$ cat src/rtl/rk2040_irq_ctrl.sv
// rtl/rk2040_irq_ctrl.sv - edge-triggered, fixed-priority interrupt controller with req/ack/ret handshake
// Optional two-flop input synchronizer: define RK2040_IRQ_SYNC_EN.
module rk2040_irq_ctrl #(
    parameter int         NUM_IRQ   = 8,
    parameter logic [7:0] POL_RESET = 8'h00,
    parameter logic [7:0] EN_RESET  = 8'h00
) (
    input  logic               clk,
    input  logic               rst,
    input  logic [NUM_IRQ-1:0] irq_in,
    input  logic               cfg_we,
    input  logic [1:0]         cfg_addr,
    input  logic [NUM_IRQ-1:0] cfg_wdata,
    output logic [NUM_IRQ-1:0] cfg_rdata,
    output logic               irq_req,
    output logic [2:0]         irq_id,
    input  logic               irq_ack,
    input  logic               irq_ret,
    output logic               in_service,
    output logic [NUM_IRQ-1:0] pending
);

    typedef enum logic [1:0] {
        sIdle,
        sReq,
        sService
    } ctrlState_t;

    ctrlState_t         state;
    ctrlState_t         stateNext;
    logic               loadId;
    logic [2:0]         winnerId;
    logic [NUM_IRQ-1:0] enable;
    logic [NUM_IRQ-1:0] polarity;
    logic [NUM_IRQ-1:0] lineSync;
    logic [NUM_IRQ-1:0] linePrev;
    logic [NUM_IRQ-1:0] edgeHit;
    logic [NUM_IRQ-1:0] eligible;
    logic [NUM_IRQ-1:0] idMask;
    logic [NUM_IRQ-1:0] pendingNext;
    logic               reqLive;
    logic               ackTaken;

`ifdef RK2040_IRQ_SYNC_EN
    logic [NUM_IRQ-1:0] syncMeta;

    always_ff @(posedge clk or negedge rst) begin
        if (!rst) begin
            syncMeta <= '0;
            lineSync <= '0;
        end else begin
            syncMeta <= irq_in;
            lineSync <= syncMeta;
        end
    end
`else
    // Inputs are already synchronous to clk; one sampling flop suffices.
    always_ff @(posedge clk or negedge rst) begin
        if (!rst) begin
            lineSync <= '0;
        end else begin
            lineSync <= irq_in;
        end
    end
`endif

    always_ff @(posedge clk or negedge rst) begin
        if (!rst) begin
            linePrev <= '0;
        end else begin
            linePrev <= lineSync;
        end
    end

    assign edgeHit  = (polarity & lineSync & ~linePrev) | (~polarity & ~lineSync & linePrev);
    assign eligible = pending & enable;
    assign ackTaken = (state == sReq) && irq_ack;

    always_ff @(posedge clk or negedge rst) begin
        if (!rst) begin
            enable   <= EN_RESET[NUM_IRQ-1:0];
            polarity <= POL_RESET[NUM_IRQ-1:0];
        end else if (cfg_we) begin
            if (cfg_addr == 2'd0) begin
                enable <= cfg_wdata;
            end
            if (cfg_addr == 2'd1) begin
                polarity <= cfg_wdata;
            end
        end
    end

    always_comb begin
        idMask = '0;
        for (int i = 0; i < NUM_IRQ; i++) begin
            idMask[i] = (irq_id == 3'(i));
        end
    end

    assign reqLive = |(idMask & pending & enable);

    always_comb begin
        winnerId = '0;
        for (int i = NUM_IRQ - 1; i >= 0; i--) begin
            if (eligible[i]) begin
                winnerId = 3'(i);
            end
        end
    end

    // Clears first, sets last: a fresh hardware edge always survives an ack or W1C.
    always_comb begin
        pendingNext = pending;
        if (cfg_we && cfg_addr == 2'd2) begin
            pendingNext = pendingNext & ~cfg_wdata;
        end
        if (ackTaken) begin
            pendingNext = pendingNext & ~idMask;
        end
        if (cfg_we && cfg_addr == 2'd3) begin
            pendingNext = pendingNext | cfg_wdata;
        end
        pendingNext = pendingNext | edgeHit;
    end

    always_ff @(posedge clk or negedge rst) begin
        if (!rst) begin
            pending <= '0;
        end else begin
            pending <= pendingNext;
        end
    end

    always_ff @(posedge clk or negedge rst) begin
        if (!rst) begin
            state <= sIdle;
        end else begin
            state <= stateNext;
        end
    end

    // An ack seen while the request is visible is honoured even if the line is withdrawn that cycle.
    always_comb begin
        stateNext = state;
        loadId    = 1'b0;
        case (state)
            sIdle: begin
                if (|eligible) begin
                    stateNext = sReq;
                    loadId    = 1'b1;
                end
            end
            sReq: begin
                if (irq_ack) begin
                    stateNext = sService;
                end else if (!reqLive) begin
                    stateNext = sIdle;
                end
            end
            sService: begin
                if (irq_ret) begin
                    stateNext = sIdle;
                end
            end
            default: stateNext = sIdle;
        endcase
    end

    always_ff @(posedge clk or negedge rst) begin
        if (!rst) begin
            irq_id <= '0;
        end else if (loadId) begin
            irq_id <= winnerId;
        end
    end

    assign irq_req    = (state == sReq);
    assign in_service = (state == sService);

    always_comb begin
        cfg_rdata = pending;
        case (cfg_addr)
            2'd0:    cfg_rdata = enable;
            2'd1:    cfg_rdata = polarity;
            default: cfg_rdata = pending;
        endcase
    end

endmodule
$ cat config.mk
export PLATFORM = sky130hd
export DESIGN_NAME = rk2040_irq_ctrl
export DESIGN_NICKNAME = d
export VERILOG_FILES = /design/src/rtl/rk2040_irq_ctrl.sv
export SDC_FILE = /design/constraint.sdc
export NUM_CORES = 1
export LEC_CHECK = 0
export CAP_MARGIN = 20
export CELL_PAD_IN_SITES_DETAIL_PLACEMENT = 1
export CELL_PAD_IN_SITES_GLOBAL_PLACEMENT = 2
export CORE_UTILIZATION = 31
export DETAILED_ROUTE_END_ITERATION = 8
export GPL_TIMING_DRIVEN = 0
export PLACE_DENSITY_LB_ADDON = 0.1
export SETUP_SLACK_MARGIN = 0.1
export SYNTH_ARGS = -nofsm -noshare
export SYNTH_HDL_FRONTEND = slang
export SYNTH_SLANG_ARGS = --single-unit
$ cat constraint.sdc
create_clock -name clk -period 1.8 [get_ports clk]
set_input_delay 0.45 -clock clk [delete_from_list [all_inputs] [get_ports clk]]
set_output_delay 0.45 -clock clk [all_outputs]
set_load 0.05 [all_outputs]
==> results of run 1 <==
## stage by stage
| step | util | power, mW | hold WS [ns] |
|---|---|---|---|
| final | 0.467 | 3.93 | 0.0970 |
| after global routing | 0.467 | 4.18 | 0.125 |
| after CTS | 0.461 | 3.95 | 0.111 |
| after detailed placement | 0.422 | 3.25 | 0.389 |
| after global placement | 0.419 | 3.23 | 0.384 |
| after floorplan | - | 2.63 | 0.154 |
## critical path, stage by stage
cell and delay [ns]:
buf_8 0.12, buf_12 0.14, mux2i_4 0.19, o21ai_4 0.15
buf_6 0.17
## metal layers
metal | track usage | vias to the layer above
met1 | 0.277 | 880
met2 | 0.276 | 43
met3 | 0.0344 | 5
li1 | - | 836
met4 | 0.0423 | 0
met5 | 0 | -
## power breakdown
part	leakage (nW)	internal (mW)	total [mW]	switching [mW]
clock	0.0455	0.314	0.653	0.339
combinational	0.672	0.684	1.79	1.11
sequential	0.513	1.21	1.49	0.274
## synth_stat cells (2+ instances only)
master	number	area, um^2
nand2b_1	4	25.0
nor2_1	17	63.8
o311ai_0	2	17.5
nand2_1	44	165
a21oi_1	5	25.0
a221oi_1	6	52.6
inv_1	2	7.51
mux2i_1	8	80.1
clkbuf_1	4	15.0
dfrtp_1	45	1130
o211ai_1	7	52.6
o2111ai_1	2	17.5
nand3b_1	2	15.0
mux2_2	16	180
nand3_1	9	45.0
o21ai_0	13	65.1
## cell families (layout without fill, tap and decap cells)
| kind of cell | count (synthesis) | in the layout | share of synthesized area |
|---|---|---|---|
| mux | 25 | 25 | 0.132 |
| simple gates | 82 | 82 | 0.175 |
| flops | 45 | 45 | 0.538 |
| compound gates | 42 | 42 | 0.139 |
| buf+inv | 8 | 66 | 0.0167 |
## sequential cells by signal, summed over array words and instances, names as in the netlist
register and cells:
lineSync 8, irq_id 3, enable 8, linePrev 8, pending 8, state 2, polarity 8
## area by class of cell
| cell class | instances | area, um^2 | area share |
|---|---|---|---|
| sequential | 45 | 1130 | 0.377 |
| multi-input combinational | 149 | 1070 | 0.356 |
| timing repair buffer | 51 | 532 | 0.177 |
| tap | 77 | 96.3 | 0.0322 |
| clock buffer | 8 | 90.1 | 0.0301 |
| buffer | 5 | 73.8 | 0.0246 |
| inverter | 2 | 7.51 | 0.00251 |
## what timing repair did
action	in CTS	in global routing
resized for setup	126	17
pin swaps	4	2
cloned	1	1
buffers inserted	3	2
setup endpoints to repair	45	22
## worst paths after layout
| check | end | cells after the start |
|---|---|---|
| max | cfg_rdata[7] | 5 |
| min | linePrev[5] | 1 |
| max reg2reg | irq_id[0] | 5 |
| min reg2reg | linePrev[0] | 0 |
| max in group asynchronous | enable[0] | 2 |
| min in group clk | linePrev[0] | 0 |
==> out/qor.csv, run 1 <==
stage,metric,value,unit
run_status,status,"finished, violations left",
run_status,violations,DRC,
global_route,overflow,0,
synthesis,syn_avg_cell_area,10.4,um^2
final_layout,final_common_cell,dfrtp_1,
place,preCtsSetupSlack,-1.16,ns
detailed_routing,first_iter_violations,114,
die,rows,29,
power_and_ir_drop,ir_drop,652,uV
global_route,antenna_found_initial,0,
worst_setup_path,cp_data_arrival_time,1.22,ns
timing,timing_hold_violations_final,0,
cts,cts_num_sinks,45,
timing,drv_slew,0,
final_layout,drive_gt1_frac,0.335,
place,placed_area,0.00271,mm^2
detailed_routing,first_pass_iters,6,
detailed_routing,ant_nets,0,
cts,ctsHtreeMaxLevel,2,
timing,skew,0.0111,ns
final_layout,postLayoutCellArea,0.00300,mm^2
synthesis,syn_inst,202,
die,pin_count,44,
worst_hold_path,min_path_type,primary input to asynchronous set/reset pin,
global_route,grt_util_all_layers,0.185,
synthesis,async_reset_ff_frac,1.00,
die,die_width,84.2,um
worst_setup_path,cp_max_fo,5,
final_layout,final_cell_mix,"42 x dfrtp_1, 40 x nand2_1, 19 x clkdlybuf4s50_1",
timing,max_freq,597,MHz
detailed_routing,wl_met3,239,um
detailed_routing,vias_per_cell,5.23,
die,fp.coreArea,0.00642,mm^2
die,fp.dieArea,0.00708,mm^2
final_layout,syn_to_final_growth,43.2,%
synthesis,synthesis.nets,225,
detailed_routing,wl_per_cell,17.7,um
cts,numCtsBuffers,5,
cts,cts_tree,built,
cts,path_clk_slew,0.09,ns
cts,insertion_delay,0.30,ns
final_layout,insertedDiodeCount,0,
global_route,grt_max_degree,28,
global_route,grt_pass1_wl,9940,um
timing,finalCritPeriodShare,0.930,
final_layout,final_cells,337,
synthesis,yosysWarnings,0,
place,gp_congestion,0.823,
worst_setup_path,cp.required,1.35,ns
synthesis,synth_area,0.00209,mm^2
worst_setup_path,r2r_start,pending[6],
detailed_routing,routed_wl,5980,um
die,die_y,84.2,um
detailed_routing,vias,1764,
global_route,grt_pass1_vias,1787,
synthesis,ys_ff_latch,45,
place,hpwl,4060,um
cts,cts-root-buf,clkbuf_8,
timing,rsz0062_at_grt,true,
power_and_ir_drop,power_density,1310,mW/mm^2
worst_setup_path,worstSetupStartpointType,primary input,
synthesis,synth_cell_types,32,
timing,setup_viol_count_final,0,
cts,cts_max_path_buffers,2,
worst_setup_path,ff2ff_setup_slack,0.23,ns
worst_setup_path,critPathCaptureType,primary output,
final_layout,layout.nets,282,
job,cap_violations,0,
synthesis,ys_seq_area_frac,0.538,
detailed_routing,drc,6,
worst_setup_path,crit_path_start,cfg_addr[0],
timing,fin_setup_tns,0,ns
place,port_buffers,43,
detailed_routing,top_layer,met4,
synthesis,yosys_most_used_dff,dfrtp_1,
detailed_routing,wl_met2,2730,um
die,start_util,0.326,
timing,slew_headroom,0.676,
power_and_ir_drop,p_leak,1.23,nW
cts,cts_hold_buf,0,
place,place_inst,323,
worst_setup_path,criticalPathCategory,primary input to primary output,
timing,tightest_slew,0.487,ns
final_layout,fill_cells,720,
timing,setup_ws,0.126,ns
detailed_routing,m1WireLength,2960,um
synthesis,synth-edff-count,0,
timing,min_period,1.67,ns
(Power assumes the default switching activity.)
==> inputs of run 2 (changes only) <==
SETUP_SLACK_MARGIN = 0.5   (was 0.1)
==> out/qor.csv, run 2 (synthesis gave the netlist of run 1 again) <==
stage,metric,value,unit,change
run_status,status,"finished, violations left",,
run_status,violations,DRC,,
place,port_buffers,43,,unchanged
power_and_ir_drop,p_leak,1.41,nW,+15%
timing,max_freq,605,MHz,+1.3%
cts,insertion_delay,0.31,ns,about the same
worst_setup_path,crit_path_frequent_cell,buf_12,,
die,pin_count,44,,unchanged
final_layout,insertedDiodeCount,0,,unchanged
job,cap_violations,0,,unchanged
final_layout,drive_gt1_frac,0.504,,+0.169
detailed_routing,drc,8,,+2
final_layout,final_common_cell,nand2_1,,
timing,skew,0.0112,ns,+0.0000863 ns
global_route,antenna_found_initial,0,,unchanged
detailed_routing,wl_per_cell,17.9,um,+0.96%
timing,setup_viol_count_final,0,,unchanged
detailed_routing,first_iter_violations,74,,-35%
final_layout,syn_to_final_growth,65.3,%,
worst_setup_path,critPathCaptureType,primary output,,
final_layout,fill_cells,688,,-4.4%
detailed_routing,vias_per_cell,5.22,,-0.28%
timing,rsz0062_at_grt,true,,
timing,timing_hold_violations_final,0,,unchanged
final_layout,final_cell_mix,"34 x nand2_1, 27 x dfrtp_1, 24 x buf_6",,
global_route,grt_pass1_vias,1889,,+5.7%
detailed_routing,ant_nets,0,,unchanged
power_and_ir_drop,ir_drop,742,uV,+14%
worst_setup_path,worstSetupStartpointType,primary input,,
worst_setup_path,cp_data_arrival_time,1.20,ns,-0.02 ns
timing,drv_slew,0,,unchanged
timing,tightest_slew,0.461,ns,-0.0253 ns
die,die_y,84.2,um,unchanged
detailed_routing,vias,1853,,+5.0%
cts,cts_tree,built,,
timing,fin_setup_tns,0,ns,unchanged
place,preCtsSetupSlack,-1.00,ns,+0.162 ns
place,gp_congestion,0.755,,-8.2%
place,place_inst,323,,unchanged
worst_setup_path,criticalPathCategory,primary input to primary output,,
worst_setup_path,crit_path_start,cfg_addr[0],,
worst_setup_path,r2r_start,enable[6],,
die,die_width,84.2,um,unchanged
cts,ctsHtreeMaxLevel,2,,unchanged
place,hpwl,4050,um,-0.24%
worst_setup_path,crit_chain,buf_12 -> buf_12 -> mux2i_4 -> o21ai_4 -> buf_6,,
worst_setup_path,cp.required,1.35,ns,about the same
cts,path_clk_slew,0.10,ns,about the same
timing,slew_headroom,0.693,,+0.0169
die,start_util,0.326,,unchanged
worst_setup_path,slowest_delay,0.19,ns,about the same
timing,setup_ws,0.148,ns,+0.0223 ns
worst_setup_path,cp_slowest_cell,mux2i_4,,
timing,whs,0.0827,ns,-0.0143 ns
worst_setup_path,cp_max_fo,5,,unchanged
cts,cts_num_sinks,45,,unchanged
die,fp.coreArea,0.00642,mm^2,unchanged
cts,cts-root-buf,clkbuf_8,,
detailed_routing,routed_wl,6360,um,+6.4%
worst_hold_path,min_path_type,primary input to asynchronous set/reset pin,,
timing,min_period,1.65,ns,-0.0223 ns
final_layout,final_cells,355,,+5.3%
global_route,grt_util_all_layers,0.193,,+0.00890
detailed_routing,first_pass_iters,6,,unchanged
cts,cts_hold_buf,0,,unchanged
die,rows,29,,unchanged
power_and_ir_drop,power_density,1320,mW/mm^2,+0.66%
global_route,grt_pass1_wl,10400,um,+4.9%
global_route,overflow,0,,unchanged
cts,cts_max_path_buffers,2,,unchanged
die,fp.dieArea,0.00708,mm^2,unchanged
global_route,grt_max_degree,29,,+3.6%
cts,numCtsBuffers,5,,unchanged
final_layout,layout.nets,300,,+6.4%
timing,finalCritPeriodShare,0.918,,-0.0124
run 2: power breakdown:
part | total (mW) | switching [mW] | internal [mW]
sequential | 1.51 | 0.281 | 1.23
combinational | 2.39 | 1.30 | 1.09
clock | 0.663 | 0.382 | 0.281
total | 4.56 | 1.96 | 2.60
run 2: cell type report:
cell class	instances	area, um^2	area share
Inverter	2	7.51	0.00217
Tap cell	77	96.3	0.0279
Clock inverter	3	25.0	0.00724
Multi-Input combinational cell	149	1260	0.364
Timing Repair Buffer	68	762	0.220
Buffer	6	91.3	0.0264
Sequential cell	45	1150	0.332
Clock buffer	5	68.8	0.0199
run 2: critical path, delay by kind of cell:
family / cells / cell delay [ns]
muxes: 1 / 0.19
AOI/OAI and AO/OA: 1 / 0.14
buffers and inverters: 3 / 0.42
run 2: final timing paths:
check / to / slack (ns) / depth (start not counted)
worst max-delay path: cfg_rdata[4] / 0.15 / 5
worst min-delay path: lineSync[3] / 0.08 / 1
worst max register to register: irq_id[0] / 0.24 / 6
worst min register to register: linePrev[6] / 0.41 / 0
max in group asynchronous: pending[4] / 1.19 / 2
min in group clk: linePrev[6] / 0.41 / 0
run 2: per-layer routing:
layer / vias to the layer above / routed length (um) / GRT usage
met2: 47 / 3010 / 0.306
met1: 919 / 3030 / 0.279
met5: - / 0 / 0
li1: 883 / - / -
met3: 4 / 289 / 0.0344
met4: 0 / 38 / 0.0423
run 2: timing repair:
action,in CTS,in global routing
gates cloned,3,0
hold endpoints to repair,0,0
resized for setup,205,18
buffers inserted,17,4
pin swaps,9,9
setup endpoints to repair,47,41
run 2: through the flow:
stage / cell area [um^2] / power (mW) / utilization
2_1_floorplan: 2290 / 2.74 / -
3_3_place_gp: 2820 / 3.33 / 0.439
3_5_place_dp: 2830 / 3.35 / 0.441
4_1_cts: 3370 / 4.44 / 0.524
5_1_grt: 3460 / 4.80 / 0.538
6_report: 3460 / 4.56 / 0.538
==> inputs of run 3 (changes only) <==
CAP_MARGIN = 15   (was 20)
==> results of run 3 <==
Final layout, timing and power as in run 2 (identical DEF).
